===== src/rtl/dds_phase_gen.sv =====
// -----------------------------------------------------------------------------
// dds_phase_gen
//   Phase-accumulator address generator for the DDS datapath. Steps a phase
//   accumulator by the tuning word, drives the waveform ROM address (top bits
//   of the accumulator plus a phase offset) and retimes the returned ROM word
//   into a validated sample stream. While running, a new tuning word / phase
//   offset is held in shadow registers and takes effect at the next accumulator
//   wrap, so frequency changes stay phase-continuous.
//
// Ports
//   clk_i         clock, rising edge
//   rst_i         asynchronous active-high reset
//   en_i          run enable
//   cfg_valid_i   configuration offer
//   cfg_ready_o   configuration accept (low while an update is pending)
//   ftw_i         frequency tuning word
//   pow_i         phase offset in ROM-address units
//   rom_addr_o    registered ROM address
//   rom_q_i       ROM data, one-cycle registered read latency
//   dout_o        output sample (rom_q_i retimed)
//   dout_valid_o  dout_o carries a sample whose address came from an enabled step
//   wrap_o        one-cycle pulse aligned with the rom_addr_o of a wrapping step
//
// Build option
//   DDS_DITHER_EN  adds a 16-bit LFSR whose low bits are added below the
//                  truncation point of the ROM address (address only; the
//                  accumulator, carry and wrap are unaffected).
//
// States
//   S_IDLE | disabled; a handshake writes the active config directly
//   S_RUN  | enabled, no update pending; a handshake fills the shadow
//   S_PEND | shadow holds an update waiting for the next wrap step
// -----------------------------------------------------------------------------
module dds_phase_gen #(
  parameter int PHASE_WIDTH = 32,
  parameter int ADDR_WIDTH  = 8,
  parameter int DATA_WIDTH  = 8
) (
  input  logic                   clk_i,
  input  logic                   rst_i,
  input  logic                   en_i,
  input  logic                   cfg_valid_i,
  output logic                   cfg_ready_o,
  input  logic [PHASE_WIDTH-1:0] ftw_i,
  input  logic [ADDR_WIDTH-1:0]  pow_i,
  output logic [ADDR_WIDTH-1:0]  rom_addr_o,
  input  logic [DATA_WIDTH-1:0]  rom_q_i,
  output logic [DATA_WIDTH-1:0]  dout_o,
  output logic                   dout_valid_o,
  output logic                   wrap_o
);

  typedef enum logic [1:0] {
    S_IDLE = 2'd0,
    S_RUN  = 2'd1,
    S_PEND = 2'd2
  } state_e;

  state_e                 state_q, state_d;
  logic [PHASE_WIDTH-1:0] acc_q, acc_d;
  logic [PHASE_WIDTH-1:0] ftw_q, ftw_d;
  logic [PHASE_WIDTH-1:0] ftw_s_q, ftw_s_d;
  logic [ADDR_WIDTH-1:0]  pow_q, pow_d;
  logic [ADDR_WIDTH-1:0]  pow_s_q, pow_s_d;
  logic [ADDR_WIDTH-1:0]  addr_q, addr_d;
  logic                   wrap_q, wrap_d;
  logic                   v1_q, v2_q, dout_valid_q;
  logic [DATA_WIDTH-1:0]  dout_q;

  logic [PHASE_WIDTH:0]   sum;
  logic [PHASE_WIDTH-1:0] acc_next;
  logic                   carry;
  logic [ADDR_WIDTH-1:0]  addr_top;
  logic                   handshake;

  assign sum      = {1'b0, acc_q} + {1'b0, ftw_q};
  assign acc_next = sum[PHASE_WIDTH-1:0];
  assign carry    = sum[PHASE_WIDTH];

`ifdef DDS_DITHER_EN
  localparam int DITHER_W = ((PHASE_WIDTH - ADDR_WIDTH) < 16) ? (PHASE_WIDTH - ADDR_WIDTH) : 16;

  logic [15:0] lfsr_q, lfsr_d;
  logic        lfsr_fb;

  // Right-shifting Fibonacci form of x^16+x^14+x^13+x^11+1.
  assign lfsr_fb = lfsr_q[0] ^ lfsr_q[2] ^ lfsr_q[3] ^ lfsr_q[5];
  assign lfsr_d  = en_i ? {lfsr_fb, lfsr_q[15:1]} : lfsr_q;

  // Dither sits below the truncation point; it only perturbs the address.
  assign addr_top = ADDR_WIDTH'((acc_next + PHASE_WIDTH'(lfsr_q[DITHER_W-1:0]))
                                >> (PHASE_WIDTH - ADDR_WIDTH));

  always_ff @(posedge clk_i or posedge rst_i) begin
    if (rst_i) begin
      lfsr_q <= 16'hACE1;
    end else begin
      lfsr_q <= lfsr_d;
    end
  end
`else
  assign addr_top = ADDR_WIDTH'(acc_next >> (PHASE_WIDTH - ADDR_WIDTH));
`endif

  assign cfg_ready_o = (state_q != S_PEND);
  assign handshake   = cfg_valid_i & cfg_ready_o;

  always_comb begin
    state_d = state_q;
    ftw_d   = ftw_q;
    pow_d   = pow_q;
    ftw_s_d = ftw_s_q;
    pow_s_d = pow_s_q;
    acc_d   = acc_q;
    addr_d  = addr_q;
    wrap_d  = 1'b0;

    if (en_i) begin
      acc_d  = acc_next;
      addr_d = addr_top + pow_q;
      wrap_d = carry;
    end

    case (state_q)
      S_IDLE, S_RUN: begin
        state_d = en_i ? S_RUN : S_IDLE;
        if (handshake) begin
          // Only a running accumulator must wait for a wrap; otherwise
          // the new config can go straight into the active registers.
          if (state_q == S_RUN && en_i) begin
            ftw_s_d = ftw_i;
            pow_s_d = pow_i;
            state_d = S_PEND;
          end else begin
            ftw_d = ftw_i;
            pow_d = pow_i;
          end
        end
      end
      S_PEND: begin
        if (!en_i) begin
          ftw_d   = ftw_s_q;
          pow_d   = pow_s_q;
          state_d = S_IDLE;
        end else if (carry) begin
          ftw_d   = ftw_s_q;
          pow_d   = pow_s_q;
          state_d = S_RUN;
        end
      end
      default: state_d = S_IDLE;
    endcase
  end

  always_ff @(posedge clk_i or posedge rst_i) begin
    if (rst_i) begin
      state_q      <= S_IDLE;
      acc_q        <= '0;
      ftw_q        <= '0;
      pow_q        <= '0;
      ftw_s_q      <= '0;
      pow_s_q      <= '0;
      addr_q       <= '0;
      wrap_q       <= 1'b0;
      v1_q         <= 1'b0;
      v2_q         <= 1'b0;
      dout_valid_q <= 1'b0;
      dout_q       <= '0;
    end else begin
      state_q      <= state_d;
      acc_q        <= acc_d;
      ftw_q        <= ftw_d;
      pow_q        <= pow_d;
      ftw_s_q      <= ftw_s_d;
      pow_s_q      <= pow_s_d;
      addr_q       <= addr_d;
      wrap_q       <= wrap_d;
      // Valid follows the address through the ROM read and the output register.
      v1_q         <= en_i;
      v2_q         <= v1_q;
      dout_valid_q <= v2_q;
      dout_q       <= rom_q_i;
    end
  end

  assign rom_addr_o   = addr_q;
  assign wrap_o       = wrap_q;
  assign dout_o       = dout_q;
  assign dout_valid_o = dout_valid_q;

endmodule


===== config.mk =====
export PLATFORM = sky130hd
export DESIGN_NAME = dds_phase_gen
export DESIGN_NICKNAME = d
export VERILOG_FILES = /design/src/rtl/dds_phase_gen.sv
export SDC_FILE = /design/constraint.sdc
export NUM_CORES = 1
export LEC_CHECK = 0
export ABC_AREA = 1
export CORE_MARGIN = 10
export CORE_UTILIZATION = 63
export DETAILED_ROUTE_END_ITERATION = 8
export GPL_ROUTABILITY_DRIVEN = 0
export GPL_TIMING_DRIVEN = 0
export PLACE_DENSITY_LB_ADDON = 0.05
export SLEW_MARGIN = 10
export SYNTH_ARGS = -nofsm -noshare
export SYNTH_HDL_FRONTEND = slang
export SYNTH_SLANG_ARGS = --single-unit

===== constraint.sdc =====
create_clock -name clk_i -period 10.6 [get_ports clk_i]
set_clock_uncertainty 0.05 [all_clocks]
set_input_delay 1.06 -clock clk_i [delete_from_list [all_inputs] [get_ports clk_i]]
set_output_delay 1.06 -clock clk_i [all_outputs]
set_load 0.1 [all_outputs]

==> Word-level counts from Yosys, hierarchy flattened <==
Cells that the tools add are included.
{ "word_totals": {"wordCells": 44, "in_bits": 52, "regBits": 134, "output_inout_bits": 19} }
{ "classes": {"mux": 17, "n_eq_ne": 6, "n_reduce_logical": 6, "add_sub_neg": 2, "bitwise_logic": 1} }
{ "ops": {"columns": ["op", "n"], "rows": [
  ["two-way mux 32 bit", 4],
  ["case mux 32 bit (2 select lines)", 1],
  ["adder 32 x 32 -> 33 bit", 1],
  ["two-way mux 8 bit", 4],
  ["case mux 8 bit (2 select lines)", 1],
  ["adder 8 bit", 1],
  ["two-way mux 2 bit", 4],
  ["inequality test 2 bit, second input constant", 3],
  ["case mux 2 bit (2 select lines)", 1],
  ["AND reduction 4 bit", 1],
  ["inequality test 3 bit, second input constant", 1],
  ["AND reduction 3 bit", 1],
  ["== test 2 x 1 -> 1 bit, second input constant", 1],
  ["== test 2 bit, second input constant", 1],
  ["zero test 2 bit", 1],
  ["two-way mux 1 bit", 2],
  ["nonzero test 2 bit", 1],
  ["OR reduction 2 bit", 1],
  ["AND 1 bit", 1],
  ["logical AND 1 bit", 1]
]} }

==> Depth between registers and ports, before layout <==
{ "logic_depth": {"depth_word": 5, "mapped_depth": 20} }

==> Least setup slack after synthesis <==
Ideal clock, no wire load.
{ "synth_path": {"path_type": "reg2reg", "startpoint": "reg ftw_q[0]", "endpoint": "reg addr_q[6] (netlist: rom_addr_o[6])", "required_time_ns": 10.417, "path_stages_with_launch": 19, "setup_slack_ns": 7.422, "t_arrival_ns": 2.995, "path_cell_list": "dfrtp_1 ha_1 inv_1 fa_1 o21ai_4 a21oi_4 o21ai_4 nand2_1 nand2_1 xor2_1 ha_1 fa_1 nand2_1 nand2_1 a21oi_1 o21ai_0 a21oi_1 xor2_1 o21ai_0"} }
{ "synth_via": {"elab_chain_cells": 2} }
{ "synth_rtl": {"columns": ["item", "line", "text"], "rows": [
  ["start: declaration", "61", "logic [PHASE_WIDTH-1:0] ftw_q, ftw_d;"],
  ["start signal: assignment", "172", "ftw_q <= ftw_d;"],
  ["adder 32 x 32 -> 33 bit", "76", "assign sum = {1'b0, acc_q} + {1'b0, ftw_q};"],
  ["named net sum[24]", "70", "logic [PHASE_WIDTH:0] sum;"],
  ["adder 8 bit", "120", "addr_d = addr_top + pow_q;"],
  ["end signal: assignment", "176", "addr_q <= addr_d;"],
  ["end: declaration", "65", "logic [ADDR_WIDTH-1:0] addr_q, addr_d;"]
]} }
The timed path passes the listed nets, and every way through them passes these cells.
A chain may end at the register's enable or synchronous reset.

==> Worst setup path in the final report <==
{ "layout_path": {"startpoint": "reg state_q[1]", "endpoint": "out cfg_ready_o"} }
{ "layout_via": {"elab_chain_cells": 1} }
{ "layout_rtl": {"columns": ["item", "line", "text"], "rows": [
  ["start: declaration", "59", "state_e state_q, state_d;"],
  ["start signal: assignment", "170", "state_q <= state_d;"],
  ["inequality test 2 bit", "105", "assign cfg_ready_o = (state_q != S_PEND);"],
  ["end: declaration", "43", "output logic cfg_ready_o,"]
]} }
No other way between the ends.

==> out/qor.txt <==
CP Launch Point = state_q[1]$_DFFE_PP0N_
global-route wire length before repair = 32,700 um
FF/Latch Area = 0.00335 mm2
wirelength, routed = 19,300 um
Yosys reg bits = 134
ys flop type = dfrtp_1
Area growth syn-to-layout = 18.5%
cell accounting for the most synthesized area = dfrtp_1
cts hold-fix bufs = 0
htree depth = 4
drt drc = 0
clock latency at the later pin of the worst-skew pair = 420 ps
Port Buffers = 70
Worst Path Required = 9490 ps
Max Root-Sink Buffers = 2
WL/cell = 15.3 um
Slew HR = 33.9%
Hold WC Path Type = reg -> reg
fill count = 966
Worst Setup End Kind = output pin
outcome = finished, final reports clean
Post-Synthesis Cells = 988
DRT met1 WL = 8730 um
core area = 0.0126 mm2
power per cell area = 295 mW/mm2
pin count of the biggest net entering global routing = 70
layout cell share with drive strength beyond 1 = 13.7%
crit path DAT = 2960 ps
drt pass-1 iters = 6
# diodes = 0
number of synthesized flops with an enable pin = 0
Max stage delay on crit path = 1220 ps
worst setup path class = reg -> out
# placed instances = 1,231
GRT overflow = 0
CP Launch Type = register
die width = 134 um
Slowest cell on crit path = clkdlybuf4s50_1
Die H = 134 um
Total Routing Usage GR = 22.4%
DP HPWL = 14,500 um
cts repair resizes = 0
fin nets = 1,171
number of global-route vias before repair = 6,774
Area contributors post-synth = dfrtp_1 41%, nand2_1 10%, ha_1 6.0%, nand2_4 5.5%, a21oi_1 4.6%
Mapped Avg Cell Area = 8.23 um2
met2 wire len = 9080 um
transition time of the tightest slew-check pin = 989 ps
final setup TNS = 0 ps
post-synth net total = 1,081
share of the synthesized area in the top cell type = 41.2%
highest routed layer = met4
synthesized area = 0.00813 mm2
RR Startpoint = ftw_q[0]$_DFFE_PP0P_
initial antenna violation count = 0
synth warn = 0
Die Area = 0.0178 mm2
commonest non-fill, non-tap cells in the layout = 216 x nand2_1, 134 x dfrtp_1, 90 x inv_1
CTS tree = built
Worst-path clk slew = 60 ps
Leak = 0.00484 uW
final worst-path cycle share = 38.4%
CTS Buf Count = 17
CP dominant cell by count = inv_1
Non-Filler Instances = 1,263
HP Start = v1_q$_DFF_PP0_
via count = 6,681
crit-path cells = inv_1, nor2_2, inv_1, buf_2, clkbuf_1, clkdlybuf4s50_1
CTS Root Cell = clkbuf_16
crit path max fanout = 10
sequential share of the synthesized area = 41.2%
peak supply drop = 0.000138 V
First DRT Iteration DRCs = 376
setup violators final = 0
Antenna Nets Post-Route = 0
vias per inst = 5.29
Max Freq = 246 MHz
# Post-CTS Setup Buffers = 0
RSZ-0062 raised after global routing = false
I/O pin total = 71
Initial Util = 64.4%
routed wl met3 = 1160 um
Fin. Hold Viols = 0
crit path time final = 4070 ps
row count = 41
CTS sink count = 134
max-cap violations = 0
post-synth cell types = 45
asr flop ratio synth = 100%
max-slew violation count = 0
commonest non-fill, non-tap cell in the layout = nand2_1
footprint of the multi-input gates = 0.00418 mm2
-- cells in the mapped netlist, types with 2 or more instances --
cell,number
dfrtp_1,134
buf_4,4
o21ai_1,7
o21bai_1,7
inv_1,91
o21a_1,2
nand2_1,216
o21ai_0,74
xnor2_1,15
nand2_4,40
buf_1,4
inv_2,4
nand4_1,3
a21oi_2,5
nand2_2,42
buf_12,4
a21oi_4,2
a31oi_1,4
ha_1,39
a21o_1,3
nor2_1,78
a21boi_0,2
o21ai_4,2
clkbuf_1,24
xor2_1,13
nor2_2,2
fa_1,2
buf_2,2
nand3_1,61
a21oi_1,74
o21bai_2,5
nor3_1,10
-- layout make-up --
type	instances	area share [%]
Buffer	39	2.46
Clock buffer	21	4.68
Clock inverter	11	1.07
Inverter	95	3.75
Multi-Input combinational cell	720	43.4
Sequential cell	134	34.8
Tap cell	172	2.23
Timing Repair Buffer	71	7.56
-- final timing paths --
check,slack (ps),depth (start not counted),to
max,6530,6,cfg_ready_o
min,310,0,v2_q$_DFF_PP0_
max reg2reg,6950,18,rom_addr_o[5]$_DFFE_PP0P_
min reg2reg,310,0,v2_q$_DFF_PP0_
max in group asynchronous,8700,3,acc_q[26]$_DFFE_PP0P_
min in group asynchronous,1040,2,dout_o[4]$_DFF_PP0_
-- power by group --
group | internal [uW] | switching (uW) | total, uW | leakage (uW)
clock | 329 | 223 | 551 | 0.000263
combinational | 554 | 945 | 1500 | 0.00300
sequential | 674 | 116 | 790 | 0.00158
total | 1560 | 1280 | 2840 | 0.00484
-- per-stage QoR --
stage	power, uW	util [%]	instance area (um2)	hold WS, ps	setup WS, ps
finish	2840	76.3	9630	306	6530
global placement	2230	71.7	9050	299	4040
CTS	2840	76.3	9630	310	6530
detailed placement	2270	71.9	9080	288	6950
floorplan	1950	-	8130	281	5910
global route	3060	76.3	9630	323	6400
-- per-layer routing --
layer | track usage [%] | up-vias
met1 | 29.0 | 3097
met4 | 6.23 | 0
met3 | 5.53 | 23
met5 | 0 | -
met2 | 36.3 | 181
li1 | - | 3380
-- sequential cells by signal, summed over array words and instances, names as in the netlist --
| register | flops |
|---|---|
| acc_q | 32 |
| dout_o | 8 |
| dout_valid_o | 1 |
| ftw_q | 32 |
| ftw_s_q | 32 |
| pow_q | 8 |
| pow_s_q | 8 |
| rom_addr_o | 8 |
| state_q | 2 |
| v1_q | 1 |
| v2_q | 1 |
| wrap_o | 1 |
-- worst max-delay path, delay by kind of cell (launching register included) --
kind,cells,cell delay [ps]
buffers and inverters,5,2030
flip-flops,1,400
AND/OR/NAND/NOR,1,110
-- cell families after synthesis --
logic type	Yosys count	synth area share (%)
AOI/OAI and AO/OA	191	13.6
xor gates and xnor gates	28	3.02
adders and majority gates	41	6.49
buffers and inverters	134	7.29
DFF	134	41.2
and+or+nand+nor	460	28.3
(Power assumes the default switching activity.)
